===== src/rtl/instr_imm_encoder_if.sv =====
// Request/response bundle for instr_imm_encoder: decoded fields in, packed word and address out.
// Both sides use valid/ready; the master is the request producer and output sink.
interface instr_imm_encoder_if #(
   parameter int ADDR_W = 32
);
   logic              in_valid;
   logic              in_ready;
   logic [6:0]        opcode;
   logic [2:0]        funct3;
   logic [6:0]        funct7;
   logic [4:0]        rd;
   logic [4:0]        rs1;
   logic [4:0]        rs2;
   logic [63:0]       imm;
   logic              out_valid;
   logic              out_ready;
   logic [31:0]       instr;
   logic [ADDR_W-1:0] addr;

   modport master (
      output in_valid, opcode, funct3, funct7, rd, rs1, rs2, imm, out_ready,
      input  in_ready, out_valid, instr, addr
   );

   modport slave (
      input  in_valid, opcode, funct3, funct7, rd, rs1, rs2, imm, out_ready,
      output in_ready, out_valid, instr, addr
   );
endinterface


===== src/rtl/instr_imm_encoder.sv =====
// Packs decoded fields plus a 64-bit immediate into one 32-bit word with a sequential address.
// Latency 1 cycle, one word per cycle; in_ready = empty || out_ready, out-of-range immediates dropped and counted.
module instr_imm_encoder #(
   parameter int                ADDR_W    = 32,
   parameter logic [ADDR_W-1:0] BASE_ADDR = '0
) (
   input  logic                   clk,
   input  logic                   reset,
   instr_imm_encoder_if.slave     bus,
   input  logic                   clear,
   output logic [7:0]             err_count
);

   typedef enum logic {EMPTY, FULL} state_t;
   typedef enum logic [2:0] {F_R, F_IU, F_IS, F_S, F_SB, F_U, F_UJ} fmt_t;

   state_t            state;
   fmt_t              fmt;
   logic              legal;
   logic [31:0]       word;
   logic              accept;
   logic              acc_ok;
   logic              acc_drop;
   logic [ADDR_W-1:0] wptr;
   logic [ADDR_W-1:0] cap_addr;
   logic              out_valid_q;
   logic [31:0]       instr_q;
   logic [ADDR_W-1:0] addr_q;
   logic [7:0]        err_q;

   always_comb begin
      fmt = F_R;
      case (bus.opcode)
         7'd3:    fmt = F_IU;
         7'd103:  fmt = (bus.funct3 == 3'd0) ? F_IU : F_SB;
         7'd19:   fmt = (bus.funct3 == 3'd0 || bus.funct3 == 3'd2) ? F_IS : F_R;
         7'd35:   fmt = F_S;
         7'd99:   fmt = F_SB;
         7'd55:   fmt = F_U;
         7'd111:  fmt = F_UJ;
         default: fmt = F_R;
      endcase
   end

   // Range checks work on the raw two's-complement bits: upper bits must be pure sign/zero extension.
   always_comb begin
      legal = 1'b1;
      word  = {bus.funct7, bus.rs2, bus.rs1, bus.funct3, bus.rd, bus.opcode};
      case (fmt)
         F_IU: begin
            legal = (bus.imm[63:12] == '0);
            word  = {bus.imm[11:0], bus.rs1, bus.funct3, bus.rd, bus.opcode};
         end
         F_IS: begin
            legal = (&bus.imm[63:11]) || (~|bus.imm[63:11]);
            word  = {bus.imm[11:0], bus.rs1, bus.funct3, bus.rd, bus.opcode};
         end
         F_S: begin
            legal = (bus.imm[63:12] == '0);
            word  = {bus.imm[11:5], bus.rs2, bus.rs1, bus.funct3, bus.imm[4:0], bus.opcode};
         end
         F_SB: begin
            legal = (bus.imm[63:14] == '0) && (bus.imm[1:0] == 2'b00);
            word  = {bus.imm[13], bus.imm[11:6], bus.rs2, bus.rs1, bus.funct3,
                     bus.imm[5:2], bus.imm[12], bus.opcode};
         end
         F_U: begin
            legal = (bus.imm[63:32] == '0) && (bus.imm[11:0] == 12'd0);
            word  = {bus.imm[31:12], bus.rd, bus.opcode};
         end
         F_UJ: begin
            legal = (bus.imm[63:22] == '0) && (bus.imm[1:0] == 2'b00);
            word  = {bus.imm[21], bus.imm[11:2], bus.imm[12], bus.imm[20:13], bus.rd, bus.opcode};
         end
         default: begin
            legal = 1'b1;
            word  = {bus.funct7, bus.rs2, bus.rs1, bus.funct3, bus.rd, bus.opcode};
         end
      endcase
   end

   assign bus.in_ready = (state == EMPTY) || bus.out_ready;
   assign accept       = bus.in_valid && bus.in_ready;
   assign acc_ok       = accept && legal;
   assign acc_drop     = accept && !legal;
   assign cap_addr     = clear ? BASE_ADDR : wptr;

   always_ff @(posedge clk or posedge reset) begin
      if (reset) begin
         state       <= EMPTY;
         out_valid_q <= 1'b0;
         instr_q     <= '0;
         addr_q      <= BASE_ADDR;
         wptr        <= BASE_ADDR;
         err_q       <= '0;
      end else begin
         case (state)
            EMPTY: begin
               if (acc_ok) begin
                  state       <= FULL;
                  out_valid_q <= 1'b1;
                  instr_q     <= word;
                  addr_q      <= cap_addr;
               end
            end
            FULL: begin
               // A legal accept here implies out_ready, so the old word leaves as the new one lands.
               if (acc_ok) begin
                  instr_q <= word;
                  addr_q  <= cap_addr;
               end else if (bus.out_ready) begin
                  state       <= EMPTY;
                  out_valid_q <= 1'b0;
               end
            end
            default: begin
               state       <= EMPTY;
               out_valid_q <= 1'b0;
            end
         endcase

         if (clear)
            wptr <= acc_ok ? BASE_ADDR + ADDR_W'(4) : BASE_ADDR;
         else if (acc_ok)
            wptr <= wptr + ADDR_W'(4);

         if (clear)
            err_q <= '0;
         else if (acc_drop && err_q != 8'hFF)
            err_q <= err_q + 8'd1;
      end
   end

   assign bus.out_valid = out_valid_q;
   assign bus.instr     = instr_q;
   assign bus.addr      = addr_q;
   assign err_count     = err_q;

endmodule


===== src/flat_wrapper.sv =====
// flat-port wrapper written by rule: the top's interface ports become plain ports
module instr_imm_encoder_flat 
#(
   parameter int                ADDR_W    = 32,
   parameter logic [ADDR_W-1:0] BASE_ADDR = '0
)
  (clk, reset, clear, err_count, bus_in_valid, bus_opcode, bus_funct3, bus_funct7, bus_rd, bus_rs1, bus_rs2, bus_imm, bus_out_ready, bus_in_ready, bus_out_valid, bus_instr, bus_addr);
  instr_imm_encoder_if #(.ADDR_W(ADDR_W)) bus_i ();
  input  logic clk;
  input  logic reset;
  input  logic clear;
  output logic [7:0] err_count;
  input wire logic [$bits(bus_i.in_valid)-1:0] bus_in_valid;
  input wire logic [$bits(bus_i.opcode)-1:0] bus_opcode;
  input wire logic [$bits(bus_i.funct3)-1:0] bus_funct3;
  input wire logic [$bits(bus_i.funct7)-1:0] bus_funct7;
  input wire logic [$bits(bus_i.rd)-1:0] bus_rd;
  input wire logic [$bits(bus_i.rs1)-1:0] bus_rs1;
  input wire logic [$bits(bus_i.rs2)-1:0] bus_rs2;
  input wire logic [$bits(bus_i.imm)-1:0] bus_imm;
  input wire logic [$bits(bus_i.out_ready)-1:0] bus_out_ready;
  output wire logic [$bits(bus_i.in_ready)-1:0] bus_in_ready;
  output wire logic [$bits(bus_i.out_valid)-1:0] bus_out_valid;
  output wire logic [$bits(bus_i.instr)-1:0] bus_instr;
  output wire logic [$bits(bus_i.addr)-1:0] bus_addr;
  assign bus_i.in_valid = bus_in_valid;
  assign bus_i.opcode = bus_opcode;
  assign bus_i.funct3 = bus_funct3;
  assign bus_i.funct7 = bus_funct7;
  assign bus_i.rd = bus_rd;
  assign bus_i.rs1 = bus_rs1;
  assign bus_i.rs2 = bus_rs2;
  assign bus_i.imm = bus_imm;
  assign bus_i.out_ready = bus_out_ready;
  assign bus_in_ready = bus_i.in_ready;
  assign bus_out_valid = bus_i.out_valid;
  assign bus_instr = bus_i.instr;
  assign bus_addr = bus_i.addr;
  instr_imm_encoder #(.ADDR_W(ADDR_W), .BASE_ADDR(BASE_ADDR)) u_core (.clk(clk), .reset(reset), .bus(bus_i), .clear(clear), .err_count(err_count));
endmodule

===== config.mk =====
export PLATFORM = sky130hd
export DESIGN_NAME = instr_imm_encoder_flat
export DESIGN_NICKNAME = d
export VERILOG_FILES = /design/src/rtl/instr_imm_encoder_if.sv /design/src/rtl/instr_imm_encoder.sv /design/src/flat_wrapper.sv
export SDC_FILE = /design/constraint.sdc
export NUM_CORES = 1
export LEC_CHECK = 0
export CORE_AREA = 2 2 141 143
export DETAILED_ROUTE_END_ITERATION = 6
export DIE_AREA = 0 0 143 145
export HOLD_SLACK_MARGIN = 0.02
export PLACE_DENSITY_LB_ADDON = 0.1
export SLEW_MARGIN = 10
export SYNTH_ARGS = -nofsm -noshare
export SYNTH_HDL_FRONTEND = slang
export SYNTH_SLANG_ARGS = --single-unit

===== constraint.sdc =====
create_clock -name clk -period 3.78 [get_ports clk]
set_clock_uncertainty 0.05 [all_clocks]
set_input_delay 0.756 -clock clk [delete_from_list [all_inputs] [get_ports clk]]
set_output_delay 0.756 -clock clk [all_outputs]
set_load 0.1 [all_outputs]

==> flow_summary.ini <==
[worst_hold_path]
hold_depth = 1
hp-class = reg2reg
hold_start = u_core.state
hold_path_end = u_core.bus.out_valid

[synth]
syn_area_um2 = 5660
ys_seq_area_frac = 0.456
netlist-cell-type-count = 51
synthFlopType = dfrtp_1
synthesis.nets = 689
synthMuxAreaShare = 0.0865
ys_top_cells_by_area = dfrtp_1 46%, mux2_2 7.8%, o21ai_0 4.6%
synth_enable_flop_cells = 0
synth-xor-area-share = 0.00155
synth_top_area_frac = 0.456
yosysWarnings = 0
syn_area_per_cell_um2 = 9.65
synthAdderAreaFrac = 0.00442
synth.largest_area_cell = dfrtp_1
synth_compound_area_frac = 0.168
synthArstFlopShare = 1.00
netlist_instances = 586
synth_seq_cells = 103
synth_top_family_by_area = simple AND/OR/NAND/NOR gates
synthSimpleGateAreaFrac = 0.245

[placement]
gp_congestion = 0.896
dp_slack_ps = 93.0
placement.cell_area_um2 = 7770
dp_hpwl_um = 15300
io_buffers = 174

[cts]
cts_hold_buffers = 0
root_buffer = clkbuf_16
htree_levels = 3
worstSkewPairLatency_ps = 350
clock_path_buffers = 2
cts_tree = yes
cts.sinks = 103
cts-buffers-inserted = 9
cts_resized = 0
clkTransAtPathRegs_ps = 70
cts_setup_buffers = 0

[floorplanning]
initial_core_util = 0.295
fp.coreArea_um2 = 19200
die_y_um = 145
die_w_um = 143
rows = 51
num_io_pins = 175
dieArea_um2 = 20700

[worst_setup_path]
r2r_setup_slack_ps = 940
rr_worst_depth = 7
setup.worst_path.class = in2reg
critPathCaptureType = flip-flop
crit_fanout = 34
crit_arrival_ps = 3530
cp.required_ps = 3960
regToRegEndpoint = u_core.wptr[31]
r2r-start = u_core.wptr[6]
worstSetupStartpointType = primary input

[power_and_ir_drop]
seqPwrFrac = 0.383
intPower_mw = 1.99
ir_drop_v = 0.000239
p_switching_mw = 1.19
p_comb_frac = 0.315
powerDensity_nw_per_um2 = 394
leakage_nw = 3.23
switching_share = 0.373
clkPwrFrac = 0.302

[drt]
vias = 5562
drc_errors = 0
viasPerCell = 5.40
drt_iter0_drc = 379
wire_per_inst_um = 19.6
routed_wl_um = 20100
dr.pass1.iters = 6
drtAntennaViolNets = 0

[timing]
tns_ps = 0
setup_violations = 0
max_freq_mhz = 299
setup_ws_ps = 433
hold_viol = 0
holdWs_ps = 435
relSlewSlack = 0.233
rsz0062_at_grt = false
slew_violations = 0
period_share = 0.886
worstMarginPinSlew_ps = 1150
period_minus_slack_ps = 3350

[global_route]
overflow = 0
antenna_found_initial = 1
grt_pass1_vias = 5575
grt_pass1_wl_um = 31600
gr-usage-all-layers = 0.197
grt_max_degree = 73

[finish]
multiInputGateArea_um2 = 2860
final_area_um2 = 8070
seq_area_um2 = 2580
area_growth_pct = 42.7
drive_gt1_frac = 0.142
fin_util = 0.420
insertedDiodeCount = 0
nets = 863
fillers = 1867

[flow_run]
drv_cap = 0

[status]
status = finished, final reports clean
critical path, stage by stage:
cell             delay (ps)
clkdlybuf4s50_1         550
or4b_4                  610
nor3_2                  120
o2111a_1                200
a31oi_1                  50
o211a_2                 310
buf_12                  170
nor4b_1                 360
mux2_2                  380
cell usage in the layout (no fill, tap or decap), types with 7 or more instances in the layout:
cell type / count
and4_1: 8
nand2_1: 47
nand2b_1: 20
o31ai_1: 8
a31oi_1: 18
nand4_1: 26
o21ai_0: 52
nand3_1: 10
a222oi_1: 11
nor2b_1: 17
a21oi_1: 35
dfrtp_1: 103
and3_1: 11
mux2_2: 39
clkdlybuf4s50_1: 170
nor3_1: 9
clkbuf_16: 9
buf_4: 29
or4_1: 15
nor2_1: 32
or2_2: 7
nor4_1: 18
a22oi_1: 9
Yosys cell counts (all sizes together) (11+ instances only):
library cell  number
and3              11
mux2              39
nor2              33
o21ai             52
clkbuf            28
or4               15
nand4             26
nand2b            20
a222oi            11
a21oi             35
nand2             48
dfrtp            103
nor4              22
buf               12
a31oi             18
nor2b             17
routing by layer:
layer	wire, um	vias up	GRT usage
met3	1490	42	0.0548
met2	10100	250	0.338
met1	7900	2701	0.231
met4	653	2	0.0738
li1	-	2567	-
met5	11	-	0
power groups by stage:
stage	clock [mW]	sequential (mW)	combinational, mW
2_1_floorplan	0	1.69	0.185
3_3_place_gp	0	1.24	1.00
3_5_place_dp	0	1.24	1.00
4_1_cts	0.993	1.22	1.01
5_1_grt	1.03	1.23	1.04
6_report	0.960	1.22	1.00
registers in the layout, summed over array words and instances (netlist names):
register and count:
u_core.err_count 8, u_core.wptr 30, u_core.bus.instr 32, u_core.state 1, u_core.bus.addr 31, u_core.bus.out_valid 1
cell families after synthesis:
logic type,count (synthesis)
adder cells (fa/ha/maj),2
AND/OR/NAND/NOR,241
buffers and inverters,45
flip-flops,103
AO/OA/AOI/OAI,150
XOR/XNOR,1
multiplexers,44
area by class of cell:
cell class                 instances  share of cell area
multi-input combinational        438               0.354
sequential                       103               0.319
timing repair buffer             203               0.246
tap                              265              0.0411
clock buffer                      11              0.0301
clock inverter                     5             0.00698
inverter                           5             0.00264
through the flow:
stage | cells | power [mW]
floorplan | 586 | 1.88
global placement | 1014 | 2.24
CTS | 1030 | 3.22
detailed placement | 1014 | 2.24
finish | 1030 | 3.18
global route | 1030 | 3.30
worst max path at each step:
stage | start | end | slack, ps | cells after the start
2_1_floorplan | reset | u_core.bus.addr[10] | 270 | 1
3_5_place_dp | bus_funct3[0] | u_core.wptr[14] | 90 | 9
6_report | bus_funct3[0] | u_core.wptr[14] | 430 | 9
3_3_place_gp | bus_funct3[0] | u_core.bus.instr[20] | 110 | 10
4_1_cts | bus_funct3[0] | u_core.wptr[14] | 470 | 9
5_1_grt | bus_opcode[6] | u_core.wptr[14] | 350 | 9
Note: power is estimated with default switching activity, not from simulation.
